===== src/rtl/bvudiv_inv_ne_solver_if.sv =====
// Handshake bundle for the bvudiv_inv_ne_solver: request operands in, search status and witness out.
interface bvudiv_inv_ne_solver_if #(
  parameter int W = 4
);
  logic         start;
  logic [W-1:0] s;
  logic [W-1:0] t;
  logic         busy;
  logic         done;
  logic         found;
  logic [W-1:0] x;

  modport master (output start, s, t, input  busy, done, found, x);
  modport slave  (input  start, s, t, output busy, done, found, x);
endinterface


===== src/rtl/bvudiv_inv_ne_solver.sv =====
// Finds the smallest x with (x udiv s) != t (POS=0) or (s udiv x) != t (POS=1)
// by ascending candidate search, one restoring-division bit per cycle.
module bvudiv_inv_ne_solver #(
  parameter int W   = 4,
  parameter int POS = 0
) (
  input  logic                       clk,
  input  logic                       rst,
  bvudiv_inv_ne_solver_if.slave      bus
);
  typedef enum logic [2:0] {IDLE, LOAD, DIV, CHECK, FIN} state_t;

  localparam int           CW   = (W > 1) ? $clog2(W) : 1;
  localparam logic [W-1:0] ONES = '1;

  state_t        state;
  logic [W-1:0]  c;
  logic [W-1:0]  s_r;
  logic [W-1:0]  t_r;
  logic [W-1:0]  d_r;
  logic [W-1:0]  quo;
  logic [W-1:0]  rem;
  logic [CW-1:0] cnt;
  logic          busy_r;
  logic          done_r;
  logic          found_r;
  logic [W-1:0]  x_r;

  logic [W-1:0]  ld_n;
  logic [W-1:0]  ld_d;
  logic [W:0]    trial;
  logic [W:0]    diff;
  logic          ge;

  // NOTE: every signal gets a value before any branch, so no latch can be inferred.
  always_comb begin
    ld_n  = (POS != 0) ? s_r : c;
    ld_d  = (POS != 0) ? c   : s_r;
    trial = {rem, quo[W-1]};
    diff  = trial - {1'b0, d_r};
    ge    = (trial >= {1'b0, d_r});
  end

  // The quotient register doubles as the dividend shift register; bits shift
  // out of the top into the remainder while result bits enter at the bottom.
  // NOTE: all state here uses non-blocking assignment so every register sees
  // pre-edge values, independent of statement order.
  always_ff @(posedge clk or posedge rst) begin
    if (rst) begin
      state   <= IDLE;
      c       <= '0;
      s_r     <= '0;
      t_r     <= '0;
      d_r     <= '0;
      quo     <= '0;
      rem     <= '0;
      cnt     <= '0;
      busy_r  <= 1'b0;
      done_r  <= 1'b0;
      found_r <= 1'b0;
      x_r     <= '0;
    end else begin
      done_r <= 1'b0;
      case (state)
        IDLE: begin
          if (bus.start) begin
            s_r     <= bus.s;
            t_r     <= bus.t;
            c       <= '0;
            busy_r  <= 1'b1;
            found_r <= 1'b0;
            x_r     <= '0;
            state   <= LOAD;
          end
        end
        LOAD: begin
          if (ld_d != '0) begin
            d_r   <= ld_d;
            quo   <= ld_n;
            rem   <= '0;
            cnt   <= CW'(W - 1);
            state <= DIV;
          end else begin
            // Division by zero yields all-ones without running the divider.
            quo   <= ONES;
            state <= CHECK;
          end
        end
        DIV: begin
          rem <= ge ? diff[W-1:0] : trial[W-1:0];
          quo <= (quo << 1) | W'(ge);
          if (cnt == '0) begin
            state <= CHECK;
          end else begin
            cnt <= cnt - 1'b1;
          end
        end
        CHECK: begin
          if (quo != t_r) begin
            x_r     <= c;
            found_r <= 1'b1;
            state   <= FIN;
          end else if (c == ONES) begin
            x_r     <= '0;
            found_r <= 1'b0;
            state   <= FIN;
          end else begin
            c     <= c + 1'b1;
            state <= LOAD;
          end
        end
        FIN: begin
          done_r <= 1'b1;
          busy_r <= 1'b0;
          state  <= IDLE;
        end
        default: state <= IDLE;
      endcase
    end
  end

  assign bus.busy  = busy_r;
  assign bus.done  = done_r;
  assign bus.found = found_r;
  assign bus.x     = x_r;
endmodule

===== src/flat_wrapper.sv =====
// flat-port wrapper written by rule: the top's interface ports become plain ports
module bvudiv_inv_ne_solver_flat 
#(
  parameter int W   = 4,
  parameter int POS = 0
)
  (clk, rst, bus_start, bus_s, bus_t, bus_busy, bus_done, bus_found, bus_x);
  bvudiv_inv_ne_solver_if #(.W(W)) bus_i ();
  input  logic clk;
  input  logic rst;
  input wire logic [$bits(bus_i.start)-1:0] bus_start;
  input wire logic [$bits(bus_i.s)-1:0] bus_s;
  input wire logic [$bits(bus_i.t)-1:0] bus_t;
  output wire logic [$bits(bus_i.busy)-1:0] bus_busy;
  output wire logic [$bits(bus_i.done)-1:0] bus_done;
  output wire logic [$bits(bus_i.found)-1:0] bus_found;
  output wire logic [$bits(bus_i.x)-1:0] bus_x;
  assign bus_i.start = bus_start;
  assign bus_i.s = bus_s;
  assign bus_i.t = bus_t;
  assign bus_busy = bus_i.busy;
  assign bus_done = bus_i.done;
  assign bus_found = bus_i.found;
  assign bus_x = bus_i.x;
  bvudiv_inv_ne_solver #(.W(W), .POS(POS)) u_core (.clk(clk), .rst(rst), .bus(bus_i));
endmodule

===== config.mk =====
export PLATFORM = sky130hd
export DESIGN_NAME = bvudiv_inv_ne_solver_flat
export DESIGN_NICKNAME = d
export VERILOG_FILES = /design/src/rtl/bvudiv_inv_ne_solver_if.sv /design/src/rtl/bvudiv_inv_ne_solver.sv /design/src/flat_wrapper.sv
export SDC_FILE = /design/constraint.sdc
export NUM_CORES = 1
export LEC_CHECK = 0
export BUFFER_PORTS_ARGS = -buffer_cell sky130_fd_sc_hd__buf_2
export CORE_UTILIZATION = 48
export CTS_CLUSTER_DIAMETER = 40
export DETAILED_ROUTE_END_ITERATION = 8
export HOLD_SLACK_MARGIN = 0.05
export PLACE_DENSITY = 0.65
export SYNTH_ARGS = -nofsm -noshare
export SYNTH_HDL_FRONTEND = slang
export SYNTH_SLANG_ARGS = --single-unit

===== constraint.sdc =====
create_clock -name clk -period 3 [get_ports clk]
set_clock_uncertainty 0.2 [all_clocks]
set_input_delay 0 -clock clk [delete_from_list [all_inputs] [get_ports clk]]
set_output_delay 0 -clock clk [all_outputs]
set_load 0.01 [all_outputs]

==> results of run 1 <==
==> area by class of cell <==
cell class              instances  area (µm²)
fillers                       296        1301
clock inverters                 1       30.03
multi-input cells             106       837.1
repair buffers                 29       200.2
flip-flops and latches         36       900.9
well taps                      46       57.56
inverters                      12       45.04
clock buffers                   7       96.34
==> report_power, final <==
group / switching (mW) / internal (mW)
clock: 0.172 / 0.293
sequential: 0.167 / 0.661
combinational: 0.490 / 0.425
==> flip-flops by register name (all words and copies together) (netlist names) <==
register          cells
u_core.bus.x          4
u_core.c              4
u_core.d_r            4
u_core.ld_d           4
u_core.quo            4
u_core.rem            4
u_core.t_r            4
u_core.state          3
u_core.cnt            2
u_core.bus.busy       1
u_core.bus.done       1
u_core.bus.found      1
==> routing by layer <==
layer  wire length [µm]  track usage, %  vias to the layer above  part of all wire [%]
met2               1711           30.85                       21                    49
met4                 48           7.670                        0                   1.4
met5                  0               0                        -                     0
met3                101           5.435                        7                   2.9
met1               1626           28.27                      653                    47
li1                   -               -                      633                     -
==> through the flow <==
step | std cells | utilization [%] | setup WS (ns)
final | 237 | 62.48 | 0.8742
after global routing | 237 | 62.48 | 0.6907
after CTS | 237 | 62.48 | 0.8421
after detailed placement | 219 | 55.95 | 0.8640
after global placement | 219 | 55.95 | 0.9037
after floorplan | 158 | - | 1.174
==> synth_stat cells, drive strengths merged <==
| master | count | area share [%] |
|---|---|---|
| a32o | 1 | 0.55 |
| ha | 6 | 4.2 |
| a311oi | 1 | 0.49 |
| xor2 | 5 | 2.4 |
| a21oi | 4 | 1.1 |
| nor2b | 3 | 1.0 |
| a221oi | 1 | 0.83 |
| a31o | 1 | 0.49 |
| a31oi | 2 | 1.5 |
| nor4 | 2 | 1.5 |
| a2bb2oi | 1 | 0.49 |
| o311ai | 3 | 1.5 |
| nand3 | 7 | 1.9 |
| a22o | 7 | 3.4 |
| or4 | 1 | 0.62 |
| fa | 1 | 1.1 |
| o211ai | 2 | 0.83 |
| inv | 12 | 2.5 |
| dfrtp | 36 | 50 |
| nor4b | 1 | 1.3 |
| a211o | 2 | 0.97 |
| mux2 | 10 | 6.2 |
| nor3b | 3 | 1.5 |
| nand2 | 14 | 2.9 |
| and3 | 2 | 0.69 |
| o21bai | 1 | 0.42 |
| o21ai | 7 | 1.9 |
| buf | 4 | 1.2 |
| and2 | 1 | 0.35 |
| a21o | 3 | 1.2 |
| or2 | 1 | 0.35 |
| o21a | 1 | 0.42 |
| nor2 | 6 | 1.2 |
| nand3b | 1 | 0.42 |
| nand2b | 3 | 1.0 |
| mux2i | 2 | 1.3 |
==> logic make-up (layout without fill, tap and decap cells) <==
kind of cell,count (synthesis),count (layout),synth area share (%)
mux,12,12,7.554
fa+ha+maj,7,7,5.267
flops,36,36,49.90
xor+xnor,5,5,2.425
compound gates,37,37,16.15
buf+inv,16,49,3.742
simple gates,45,45,14.97
==> critical path, delay by kind of cell, from the launching register on <==
| family | cells | cell delay, ns |
|---|---|---|
| and+or+nand+nor | 2 | 0.92 |
| AOI/OAI and AO/OA | 2 | 0.42 |
| DFF | 1 | 0.47 |
==> worst min-delay path by stage <==
stage	slack, ns	end	cells after the start
2_1_floorplan	-0.05	u_core.ld_d[1]	1
3_3_place_gp	-0.08	u_core.cnt[1]	3
3_5_place_dp	-0.07	u_core.cnt[1]	3
6_report	0.14	u_core.cnt[1]	4
4_1_cts	0.16	u_core.rem[3]	4
5_1_grt	0.22	u_core.bus.busy	4
==> results.yml, run 1 <==
outcome:
  status: "completed"
sta:
  fin_crit_sh_pct: 70.86
  relSlewSlack_pct: 42.29
  tightest_slew_ns: 0.8620
  fin_hold_ws_ns: 0.1448
  setup_viol: 0
  fin_setup_tns_ns: 0
  final.min_clock_period_ns: 2.126
  fmax_mhz: 470.4
  drv_slew: 0
  rsz0062_at_grt: "no"
  finalHoldViolCount: 0
cts:
  cts.sinks: 36
  insertion_delay_ns: 0.29
  cts_tree: "built"
  cts_setup_buffers: 0
  cts_root_buf: "clkbuf_8"
  cts_resized: 0
  clk_pin_slew_ns: 0.07
  htreeDepth: 2
  numCtsBuffers: 5
  cts_hold_buf: 10
  ctsLongestPathBuffers: 2
layout:
  drive_gt1_share_pct: 24.08
  finalNetCount: 208
  n_antenna_cell: 0
  design_area_um2: 2167
  layout_commonest_cell: "dfrtp_1"
  final_cell_mix: "dfrtp_1 (36), buf_2 (17), nand2_1 (14)"
  area_growth_syn_to_layout_pct: 20.03
placement:
  post-dp-hpwl_mm: 2.412
  gp_congestion: 0.8373
  placed_area_um2: 1941
  port_buffers: 17
floorplan:
  die_w_um: 63.33
  die_area_um2: 4011
  die_h_um: 63.33
  rows: 21
  coreArea_um2: 3468
  start_util_pct: 52.06
  io_pins: 18
grt:
  antenna_found_initial: 0
  overflow: 0
  grt_start_max_net_pins: 37
  grt_usage_pct: 20.53
  grt_pass1_vias: 1288
  grt_pass1_wl_mm: 6.237
logic_synthesis:
  ys_seq_area_share_pct: 49.90
  synth.cell_area_um2: 1805
  synth.distinct_cells: 41
  ys_warn_count: 0
  synth_cells: 158
  synth_area_per_cell_um2: 11.43
  syn_nets: 176
  ys_seq_elements: 36
flow_run:
  max_cap_viol_count: 0
worst_setup_path:
  r2r_slack_ns: 0.87
  worstPathCellList: "nor4b_4 > nor2b_1 > a21o_1 > a22o_1"
  crit_end: "u_core.bus.x[1]"
  start_kind: "flop"
  reg2reg_to: "u_core.bus.x[1]"
  worst_setup_path_end_kind: "flop"
  timing.critical_path.required_ns: 2.97
  ff2ff_path_depth: 4
  criticalPathCategory: "flop to flop"
  slowest_delay_ns: 0.81
  r2r_start: "u_core.state[2]"
  cpMaxStageDelayCell: "nor4b_4"
  crit_start: "u_core.state[2]"
  worst-endpoint-arrival_ns: 2.10
  cp_max_fo: 15
drt:
  drtIter0Drc: 71
  wl_per_cell_um: 14.72
  ant_nets: 0
  drc: 0
  drt-total-wl_mm: 3.489
  viasPerCell: 5.544
  route.vias.total: 1314
  drt-pass1-iter-count: 4
power_and_ir_drop:
  powerDensity_nw_per_um2: 1019
  peakVddDrop_mv: 0.5540
  p_leak_nw: 1.039
  p_total_mw: 2.209
hold_path:
  min_path_type: "primary input to async pin"
Power figures use the tool's default switching activity.
==> run 2, diff against run 1 <==
PLACE_DENSITY = 0.68   (was 0.65)
clock period = 1.7 ns   (was 3 ns; I/O delays follow)
==> results.yml, run 2 (synthesis results as in run 1) <==
cts:
  insertion_delay_ns: 0.29
  clk_pin_slew_ns: 0.07
  htreeDepth: 2
  cts_root_buf: "clkbuf_8"
  numCtsBuffers: 5
  cts.sinks: 36
  cts_tree: "built"
  ctsLongestPathBuffers: 2
worst_setup_path:
  critical_path_buf_inv_count: 2
  worst_setup_path_end_kind: "flop"
  slowest_delay_ns: 0.39
  crit_end: "u_core.rem[0]"
  cp_max_fo: 3
  criticalPathCategory: "flop to flop"
  reg2reg_to: "u_core.rem[0]"
  r2r_slack_ns: -0.12
  start_kind: "flop"
  worstPathCellList: "inv_2 > ha_4 > a21o_1 > a221oi_4 > buf_6 > nand3_4 > o311ai_2"
  worst-endpoint-arrival_ns: 1.81
  cp_num_cells: 7
  crit_start: "u_core.d_r[2]"
  timing.critical_path.required_ns: 1.69
  ff2ff_path_depth: 7
  cpMaxStageDelayCell: "dfrtp_1"
  r2r_start: "u_core.d_r[2]"
  crit_family: "compound AO/OA/AOI/OAI gates"
drt:
  drtIter0Drc: 111
  drc: 0
  drt-pass1-iter-count: 4
  wl_per_cell_um: 17.94
  drt-total-wl_mm: 5.023
  viasPerCell: 5.654
  ant_nets: 0
  route.vias.total: 1583
sta:
  final.min_clock_period_ns: 1.823
  fin_crit_sh_pct: 107.2
  fin_hold_ws_ns: 0.1588
  fin_ws_ns: -0.1226
  drv_slew: 0
  finalHoldViolCount: 0
  rsz0062_at_grt: "yes"
  fmax_mhz: 548.7
  relSlewSlack_pct: 69.57
  tightest_slew_ns: 0.4565
  setup_viol: 11
  fin_setup_tns_ns: -0.5335
placement:
  port_buffers: 17
  pre_cts_slack_ns: -0.1251
  gp_congestion: 0.7952
  place_inst: 248
  post-dp-hpwl_mm: 2.744
floorplan:
  io_pins: 18
  die_w_um: 63.33
  coreArea_um2: 3468
  rows: 21
  die_h_um: 63.33
  start_util_pct: 52.06
  die_area_um2: 4011
grt:
  antenna_found_initial: 0
  grt_usage_pct: 24.55
  overflow: 0
  grt_pass1_wl_mm: 7.389
  grt_start_max_net_pins: 37
  grt_pass1_vias: 1574
outcome:
  status: "finished, violations left"
  violations: "setup timing"
power_and_ir_drop:
  peakVddDrop_mv: 0.8999
  powerDensity_nw_per_um2: 1906
  p_total_mw: 5.160
  p_leak_nw: 1.312
layout:
  final_cells: 280
  drive_gt1_share_pct: 48.29
  n_antenna_cell: 0
  finalNetCount: 252
  final_cell_mix: "buf_4 (39), dfrtp_1 (33), buf_2 (17)"
  area_growth_syn_to_layout_pct: 49.97
  layout_commonest_cell: "buf_4"
flow_run:
  max_cap_viol_count: 0
hold_path:
  min_path_type: "primary input to async pin"
run 2: cell types whose count changed in the layout (fill, tap and decap cells not counted), moves of 4 or more:
cell    before  now
buf_4        2   39
ha_1         6    2
ha_4         0    4
mux2_2      10    0
buf_6        0    5
mux2_4       0   10
run 2: cell type report:
class,instances,area [µm²]
Clock buffer,6,72.57
Clock inverter,1,5.005
Fill cell,210,760.7
Inverter,12,45.04
Multi-Input combinational cell,106,1044
Sequential cell,36,904.6
Tap cell,46,57.56
Timing Repair Buffer,73,579.3
run 2: metal layers:
metal	vias up	GRT usage [%]	part of all wire, %	wire length (µm)
met5	-	0	0	0
met4	0	17.90	6.3	317
met3	25	6.703	4.0	202
met2	48	40.43	53	2643
met1	786	26.96	37	1860
li1	724	-	-	-
run 2: worst min-delay path by stage:
stage | slack, ns | depth (start not counted) | to | startpoint
after floorplan | -0.05 | 1 | u_core.ld_d[1] | bus_s[1]
after global placement | -0.09 | 3 | u_core.bus.done | rst
after detailed placement | -0.07 | 3 | u_core.cnt[1] | rst
after CTS | 0.16 | 4 | u_core.rem[2] | rst
after global routing | 0.22 | 4 | u_core.cnt[1] | rst
final | 0.16 | 4 | u_core.cnt[1] | rst
run 2: repair_timing:
item	4_1_cts	5_1_grt
pin swaps	7	14
endpoints found under the hold margin	46	0
endpoints found under the setup margin	21	30
gates cloned	0	1
hold buffers	10	0
resized for setup	21	28
setup buffers	7	7
run 2: worst min-delay path: stages:
cell	delay (ns)
dlygate4sd3_1	0.53
buf_2	0.12
inv_1	0.04
buf_4	0.39
run 2: metrics by stage:
| stage | cell area (µm²) | util (%) |
|---|---|---|
| finish | 2708 | 78.07 |
| global route | 2708 | 78.07 |
| CTS | 2520 | 72.66 |
| detailed placement | 2217 | 63.93 |
| global placement | 2217 | 63.93 |
| floorplan | 1852 | - |
run 2: where the power goes:
group | internal (mW) | total, mW | leakage (nW) | switching (mW)
combinational | 1.70 | 3.14 | 0.817 | 1.44
sequential | 1.17 | 1.44 | 0.454 | 0.269
clock | 0.279 | 0.581 | 0.0410 | 0.302
==> run 3, diff against run 2 <==
MAX_ROUTING_LAYER = met4   (was unset)
==> results.yml, run 3 (synthesis results as in run 1) <==
power_and_ir_drop:
  peakVddDrop_mv: 0.9002
  powerDensity_nw_per_um2: 1904
  p_leak_nw: 1.312
worst_setup_path:
  r2r_slack_ns: -0.11
  timing.critical_path.required_ns: 1.69
  cp_max_fo: 3
  crit_start: "u_core.d_r[2]"
  start_kind: "flop"
  ff2ff_path_depth: 7
  r2r_start: "u_core.d_r[2]"
  worst-endpoint-arrival_ns: 1.80
  criticalPathCategory: "flop to flop"
  worst_setup_path_end_kind: "flop"
  reg2reg_to: "u_core.rem[0]"
placement:
  post-dp-hpwl_mm: 2.744
  gp_congestion: 0.8065
  port_buffers: 17
  place_inst: 248
layout:
  final_cell_mix: "buf_4 (39), dfrtp_1 (33), buf_2 (17)"
  n_antenna_cell: 0
  drive_gt1_share_pct: 48.29
  layout_commonest_cell: "buf_4"
  finalNetCount: 252
  final_cells: 280
  area_growth_syn_to_layout_pct: 49.97
floorplan:
  coreArea_um2: 3468
  io_pins: 18
  rows: 21
  die_area_um2: 4011
  start_util_pct: 52.06
  die_w_um: 63.33
  die_h_um: 63.33
sta:
  fin_crit_sh_pct: 106.7
  fin_ws_ns: -0.1137
  fmax_mhz: 551.4
  drv_slew: 0
  relSlewSlack_pct: 69.36
  tightest_slew_ns: 0.4597
  rsz0062_at_grt: "yes"
  final.min_clock_period_ns: 1.814
  setup_viol: 11
  fin_setup_tns_ns: -0.5360
  finalHoldViolCount: 0
cts:
  cts_tree: "built"
  cts.sinks: 36
  insertion_delay_ns: 0.29
  clk_pin_slew_ns: 0.07
  htreeDepth: 2
  ctsLongestPathBuffers: 2
  numCtsBuffers: 5
  cts_root_buf: "clkbuf_8"
drt:
  drt-total-wl_mm: 5.030
  route.vias.total: 1577
  drtIter0Drc: 84
  viasPerCell: 5.632
  drt-pass1-iter-count: 5
  drc: 0
  ant_nets: 0
  wl_per_cell_um: 17.96
outcome:
  violations: "setup timing"
  status: "finished, violations left"
grt:
  grt_pass1_wl_mm: 7.396
  antenna_found_initial: 0
  grt_usage_pct: 25.30
  grt_start_max_net_pins: 37
  overflow: 0
  grt_pass1_vias: 1576
hold_path:
  min_path_type: "primary input to async pin"
flow_run:
  max_cap_viol_count: 0
==> run 3: timing repair <==
action	in CTS	in global routing
cloned	0	1
buffers inserted	7	7
resized for setup	21	28
endpoints found under the setup margin	21	30
hold buffers	10	0
pin swaps	7	14
hold endpoints to repair	46	0
==> run 3: layout make-up <==
class	instances	area [µm²]
Clock inverter	1	5.005
Inverter	12	45.04
Multi-Input combinational cell	106	1044
Timing Repair Buffer	73	579.3
Tap cell	46	57.56
Fill cell	210	760.7
Sequential cell	36	904.6
Clock buffer	6	72.57
==> run 3: critical path: stages (launching register included) <==
cell and delay (ns):
dfrtp_1 0.39, inv_2 0.07, ha_4 0.20, a21o_1 0.21, a221oi_4 0.32, buf_6 0.17
nand3_4 0.08, o311ai_2 0.07
==> run 3: where the power goes <==
part | internal [mW] | leakage, nW | switching, mW
sequential | 1.17 | 0.454 | 0.269
clock | 0.279 | 0.0410 | 0.300
combinational | 1.70 | 0.817 | 1.43
total | 3.15 | 1.31 | 2.00
==> run 3: worst max path at each step <==
stage | to | slack, ns | cells past startpoint
global route | u_core.rem[0] | -0.15 | 7
floorplan | u_core.rem[2] | 0.0001 | 5
global placement | u_core.rem[0] | -0.06 | 4
finish | u_core.rem[0] | -0.11 | 7
detailed placement | u_core.cnt[0] | -0.13 | 4
CTS | u_core.rem[0] | -0.1 | 7
==> run 3: layer usage <==
metal	global-route usage, %	vias to the layer above	wire (µm)
met5	-	-	0
met4	17.90	0	344
met3	6.703	29	204
met2	40.43	59	2617
met1	27.08	770	1863
li1	-	719	-
==> run 3: stage by stage <==
stage | utilization [%] | setup slack (ns) | area (µm²) | hold WS (ns) | power [mW]
2_1_floorplan | - | 0.0001363 | 1852 | -0.04843 | 2.822
3_3_place_gp | 63.93 | -0.05508 | 2217 | -0.08530 | 3.505
3_5_place_dp | 63.93 | -0.1251 | 2217 | -0.07425 | 3.632
4_1_cts | 72.66 | -0.09696 | 2520 | 0.1582 | 4.581
5_1_grt | 78.07 | -0.1536 | 2708 | 0.2216 | 5.429
6_report | 78.07 | -0.1137 | 2708 | 0.1613 | 5.156
